**src/rtl/mac_acc_n.sv**
```systemverilog
// mac_acc_n: batched signed multiply-accumulate over N accepted samples.
// A go pulse in IDLE opens a batch. Each accepted d*p product is registered
// in stage 1 and summed into the accumulator in stage 2. The final sum is
// published on result with a one-cycle res_valid pulse.
// Optional feature macro: MAC_ACC_SAT_EN. When defined, every accumulation
// saturates and a batch-sticky overflow flag appears on ovf. When undefined,
// accumulation wraps and ovf is tied low.
module mac_acc_n #(
  parameter int DW    = 8,
  parameter int CW    = 8,
  parameter int N     = 8,
  parameter int ACC_W = 20
) (
  input  logic                    clk,
  input  logic                    rst,
  input  logic                    go,
  input  logic                    in_valid,
  input  logic signed [DW-1:0]    d,
  input  logic signed [CW-1:0]    p,
  output logic                    in_ready,
  output logic                    busy,
  output logic                    res_valid,
  output logic signed [ACC_W-1:0] result,
  output logic                    ovf
);

  localparam int PW    = DW + CW;
  localparam int CNT_W = (N > 1) ? $clog2(N) : 1;
  localparam logic [CNT_W-1:0] CNT_LAST = CNT_W'(N - 1);

  typedef enum logic [1:0] {
    S_IDLE,
    S_ACC,
    S_DRAIN
  } state_t;

  state_t                  state_q, state_d;
  logic [CNT_W-1:0]        cnt_q, cnt_d;
  logic signed [PW-1:0]    prod_q, prod_d;
  logic                    s1_valid_q, s1_valid_d;
  logic                    s1_first_q, s1_first_d;
  logic signed [ACC_W-1:0] acc_q, acc_d;
  logic signed [ACC_W-1:0] result_q, result_d;
  logic                    res_valid_q, res_valid_d;

  logic                    accept;
  logic signed [ACC_W-1:0] acc_base;
  logic signed [ACC_W-1:0] prod_ext;
  logic signed [ACC_W-1:0] sum_next;

  assign accept    = (state_q == S_ACC) && in_valid;
  assign in_ready  = (state_q == S_ACC);
  assign busy      = (state_q != S_IDLE);
  assign res_valid = res_valid_q;
  assign result    = result_q;

  // The first product of a batch starts from zero instead of the stale sum.
  assign acc_base = s1_first_q ? '0 : acc_q;
  assign prod_ext = ACC_W'(prod_q);

`ifdef MAC_ACC_SAT_EN
  localparam logic signed [ACC_W-1:0] ACC_MAX = {1'b0, {(ACC_W-1){1'b1}}};
  localparam logic signed [ACC_W-1:0] ACC_MIN = {1'b1, {(ACC_W-1){1'b0}}};

  logic [ACC_W:0] sum_wide;
  logic           sat_hi;
  logic           sat_lo;
  logic           clip;
  logic           sticky_q, sticky_d;
  logic           sticky_next;
  logic           ovf_q, ovf_d;

  // One guard bit shows when the sum has left the representable range.
  always_comb begin
    sum_wide = {acc_base[ACC_W-1], acc_base} + {prod_ext[ACC_W-1], prod_ext};
    sat_hi   = ~sum_wide[ACC_W] &  sum_wide[ACC_W-1];
    sat_lo   =  sum_wide[ACC_W] & ~sum_wide[ACC_W-1];
    clip     = sat_hi | sat_lo;
    if (sat_hi) begin
      sum_next = ACC_MAX;
    end else if (sat_lo) begin
      sum_next = ACC_MIN;
    end else begin
      sum_next = sum_wide[ACC_W-1:0];
    end
    sticky_next = (s1_first_q ? 1'b0 : sticky_q) | clip;
  end

  // The sticky flag follows stage 2, and ovf is captured together with result.
  always_comb begin
    sticky_d = sticky_q;
    ovf_d    = ovf_q;
    if (s1_valid_q) begin
      sticky_d = sticky_next;
    end
    if (state_q == S_DRAIN) begin
      ovf_d = sticky_next;
    end
  end

  // Registers for the overflow flags.
  always_ff @(posedge clk) begin
    if (rst) begin
      sticky_q <= 1'b0;
      ovf_q    <= 1'b0;
    end else begin
      sticky_q <= sticky_d;
      ovf_q    <= ovf_d;
    end
  end

  assign ovf = ovf_q;
`else
  // Plain two's-complement accumulation wraps modulo 2^ACC_W.
  assign sum_next = acc_base + prod_ext;
  assign ovf      = 1'b0;
`endif

  // Batch sequencing: count accepted samples and move through IDLE, ACC and DRAIN.
  always_comb begin
    state_d = state_q;
    cnt_d   = cnt_q;
    unique case (state_q)
      S_IDLE: begin
        if (go) begin
          state_d = S_ACC;
          cnt_d   = '0;
        end
      end
      S_ACC: begin
        if (accept) begin
          if (cnt_q == CNT_LAST) begin
            state_d = S_DRAIN;
            cnt_d   = '0;
          end else begin
            cnt_d = cnt_q + 1'b1;
          end
        end
      end
      S_DRAIN: begin
        state_d = S_IDLE;
      end
      default: begin
        state_d = S_IDLE;
        cnt_d   = '0;
      end
    endcase
  end

  // Stage 1 captures the product; stage 2 accumulates; DRAIN publishes the sum.
  always_comb begin
    prod_d      = prod_q;
    s1_valid_d  = accept;
    s1_first_d  = s1_first_q;
    acc_d       = acc_q;
    result_d    = result_q;
    res_valid_d = 1'b0;
    if (accept) begin
      prod_d     = PW'(d) * PW'(p);
      s1_first_d = (cnt_q == '0);
    end
    if (s1_valid_q) begin
      acc_d = sum_next;
    end
    if (state_q == S_DRAIN) begin
      result_d    = sum_next;
      res_valid_d = 1'b1;
    end
  end

  // State and datapath registers. Reset also cancels any batch in flight.
  always_ff @(posedge clk) begin
    if (rst) begin
      state_q     <= S_IDLE;
      cnt_q       <= '0;
      prod_q      <= '0;
      s1_valid_q  <= 1'b0;
      s1_first_q  <= 1'b0;
      acc_q       <= '0;
      result_q    <= '0;
      res_valid_q <= 1'b0;
    end else begin
      state_q     <= state_d;
      cnt_q       <= cnt_d;
      prod_q      <= prod_d;
      s1_valid_q  <= s1_valid_d;
      s1_first_q  <= s1_first_d;
      acc_q       <= acc_d;
      result_q    <= result_d;
      res_valid_q <= res_valid_d;
    end
  end

endmodule

```
**config.mk**
```make
export PLATFORM = sky130hd
export DESIGN_NAME = mac_acc_n
export DESIGN_NICKNAME = d
export VERILOG_FILES = /design/src/rtl/mac_acc_n.sv
export SDC_FILE = /design/constraint.sdc
export NUM_CORES = 1
export LEC_CHECK = 0
export ABC_AREA = 0
export CELL_PAD_IN_SITES_DETAIL_PLACEMENT = 0
export CELL_PAD_IN_SITES_GLOBAL_PLACEMENT = 2
export CORE_ASPECT_RATIO = 0.6
export CORE_MARGIN = 2
export CORE_UTILIZATION = 40
export CTS_CLUSTER_SIZE = 8
export DETAILED_ROUTE_END_ITERATION = 12
export GPL_TIMING_DRIVEN = 0
export PLACE_DENSITY = 0.95
export SLEW_MARGIN = 10
export SYNTH_ARGS = -nofsm -noshare
export SYNTH_HDL_FRONTEND = slang
export SYNTH_SLANG_ARGS = --single-unit
```
**constraint.sdc**
```tcl
create_clock -name clk -period 14.42 [get_ports clk]
set_input_delay 4.326 -clock clk [delete_from_list [all_inputs] [get_ports clk]]
set_output_delay 4.326 -clock clk [all_outputs]
set_load 0.01 [all_outputs]
```
==> summary.md <==
| Metric | Value |
|---|---|
| Critical Path, Cell by Cell | `clkdlybuf4s50_1 -> and2_1 -> inv_1 -> fa_1 -> inv_1 -> fa_1 -> fa_1 -> inv_1 -> fa_1 -> inv_1 -> ha_1 -> or3_1 -> a21oi_1 -> o311ai_0 -> xor2_1 -> nand2_1 -> a21oi_1` |
| Endpoints failing setup | `0` |
| Syn_nets | `between 800 and 900` |
| Util after Layout | `0.4752` |
| EDFF count, synth | `0` |
| Worst clock skew | `around 0.0035 ns` |
| Psw | `roughly 340 uW` |
| CTS Hold Bufs | `0` |
| Final Critical Period | `8.771 ns` |
| Critical Path AT | `about 9.0 ns` |
| Max Freq | `approximately 110 MHz` |
| Slew HR | `0.3923` |
| Worst setup SP type | `primary input` |
| Placed insts | `932` |
| CP max stage cell | `clkdlybuf4s50_1` |
| Postcts setup bufs | `0` |
| Sequential fraction of the synthesis area | `0.2161` |
| Core Area | `approximately 15000 sq um` |
| Synth warn | `0` |
| Sequential power share | `0.234` |
| Power share of the combinational group | `0.507` |
| Fin. Hold Viols | `0` |
| Yosys cell types | `between 60 and 70` |
| Clock slew at reported path FFs | `about 0.050 ns` |
| Hpwl dp | `11840 um` |
| Most frequent cells in the layout | `95 x inv_1, 78 x nand2_1, 64 x dfxtp_1` |
| GP Congestion | `0.8434` |
| Layout cells sized above 1 | `0.04806` |
| Crit-path max FO | `8` |
| Outcome | `finished clean` |
| Detailed Route Iter0 Violations | `between 300 and 400` |
| Vias in the first global route | `approximately 4.9k` |
| Drt wl/cell | `15.24 um` |
| Die Wd | `approximately 160 um` |
| Post-cts resize count | `0` |
| CTS root buffer | `clkbuf_16` |
| Fin nets | `slightly below 900` |
| GRT Util Overall | `0.1971` |
| Final total power | `856.0 uW` |
| Most used flip-flop cell after synthesis | `dfxtp_1` |
| Clock buffer depth | `2` |
| Clock share of power | `0.259` |
| Kind of critical path | `primary input to flip-flop` |
| Clock sink count | `64` |
| Remaining Overflow, GRT | `0` |
| # rows | `34` |
| Worst Hold Class | `flip-flop to flip-flop` |
| Ports | `44` |
| P_int | `just over 500 uW` |
| Syn avg cell area | `about 8.6 sq um` |
| H-tree depth | `3` |
| Total Routed Length | `about 14000 um` |
| CP peak stage delay | `between 0.6 and 0.7 ns` |
| Static leakage | `between 0.002 and 0.003 uW` |
| Most common cell after layout, fill and taps aside | `inv_1` |
| DIE HEIGHT | `about 98 um` |
| Via/cell ratio | `5.071` |
| Unrepaired setup endpoints after global routing | `no` |
| Antenna violations before repair | `0` |
| Skew-Pair Late Insertion Delay | `roughly 0.33 ns` |
| Tcrit/Tclk final | `0.6082` |
| Sw Share | `0.3929` |
| Largest net degree at the start of global routing | `11` |
| Max Cap Violations | `0` |
| Data required, critical path | `14.68 ns` |
| DRC viols | `0` |
| Max-slew violation count | `0` |
| Slew @ Worst Pin | `roughly 0.91 ns` |
| Peak supply drop | `slightly above 0.07 mV` |
| Routed vias | `just under 5k` |
| Syn Inst Count | `around 690` |
| Non-filler cells, final | `947` |
| Pwr dens | `124.2 nW/um^2` |
| CTS Buf Count | `9` |
| TritonRoute pass-1 iters | `5` |
| Starting density of the core | `0.4087` |
| Synth Register Bits | `64` |
| Layout area overhead | `16.27%` |
| Antenna cells | `0` |
| Antenna viol nets, final | `0` |
| Die ar. | `15840 sq um` |
| Async S/R FF share, synth | `0` |
| Setup crit end kind | `flip-flop` |
| CTS tree | `done` |
| First-pass GRT wire length | `~25000 um` |
| Synth Cell Area | `~5900 sq um` |
| Port Buffer Count | `between 40 and 50` |
| Setup_tns | `0 ns` |
[final timing paths]
kind,from,endpoint,slack [ns],cells after the start
max,p[3],prod_q[14],5.65,17
min,result[6],result[6],0.45,2
max reg2reg,s1_first_q,acc_q[12],11.12,12
min reg2reg,result[6],result[6],0.45,2
[kinds of logic after synthesis]
family          synth area share
buf+inv                  0.08083
compound gates            0.1285
xor+xnor                 0.03694
simple gates              0.2180
other cells            0.0006326
fa+ha+maj                 0.2968
flops                     0.2161
mux                      0.02216
[worst max-delay path: cells and delay by family]
kind | cells | cell delay, ns
adder cells (fa/ha/maj) | 5 | 2.23
buffers and inverters | 5 | 0.89
AND/OR/NAND/NOR | 3 | 0.70
AO/OA/AOI/OAI | 3 | 0.62
XOR/XNOR | 1 | 0.24
[sequential cells by signal, indices dropped and copies added, names as in the netlist]
name        cells
s1_first_q      1
prod_q         16
res_valid       1
state_q         2
cnt_q           3
acc_q          20
result         20
s1_valid_q      1
[per-layer routing]
| metal | track usage | wire, um | share of wire |
|---|---|---|---|
| met1 | 0.3037 | 7876 | 0.55 |
| met2 | 0.2869 | 5827 | 0.40 |
| met3 | 0.04460 | 670 | 0.046 |
| met4 | 0.02541 | 59 | 0.0041 |
| met5 | 0 | 0 | 0 |
[final cells by class]
class | instances | area (sq um)
clock inverters | 3 | 40.04
fillers | 1396 | 7614
flip-flops and latches | 64 | 1281
well taps | 198 | 247.7
clock buffers | 12 | 266.5
repair buffers | 41 | 410.4
plain buffers | 22 | 122.6
inverters | 95 | 356.6
multi-input cells | 512 | 4168
[power groups by stage]
stage	registers, uW	clock network (uW)	logic [uW]
global route	202	235	503
CTS	200	226	435
detailed placement	204	0	431
global placement	204	0	426
finish	200	221	434
floorplan	198	0	340
[Yosys cell counts (5+ instances only)]
cell type  number  area [sq um]
a211oi_1        7         52.55
a21o_1          7         52.55
a21oi_1        48         240.2
and2_1         45         281.5
clkbuf_1       13         48.80
dfxtp_1        64          1281
fa_1           56          1121
ha_1           51         638.1
inv_1          95         356.6
mux2i_1        12         120.1
nand2_1        78         292.8
nand2b_1       12         75.07
nand3_1        16         80.08
nor2_1         31         116.4
nor2b_1        27         168.9
nor3_1          7         35.03
o21ai_0        17         85.08
o22ai_1         5         31.28
or3_1           6         37.54
xnor2_1        21         183.9
[stage by stage]
stage          worst slack (ns)  instance area, sq um  hold WS (ns)
6_report                  5.649                  6893        0.4540
5_1_grt                   5.389                  6893        0.4730
4_1_cts                   5.669                  6893        0.4529
3_5_place_dp              5.335                  6586        0.4457
3_3_place_gp              5.373                  6586        0.4464
2_1_floorplan             6.363                  5928        0.4362
Power figures use the tool's default switching activity.
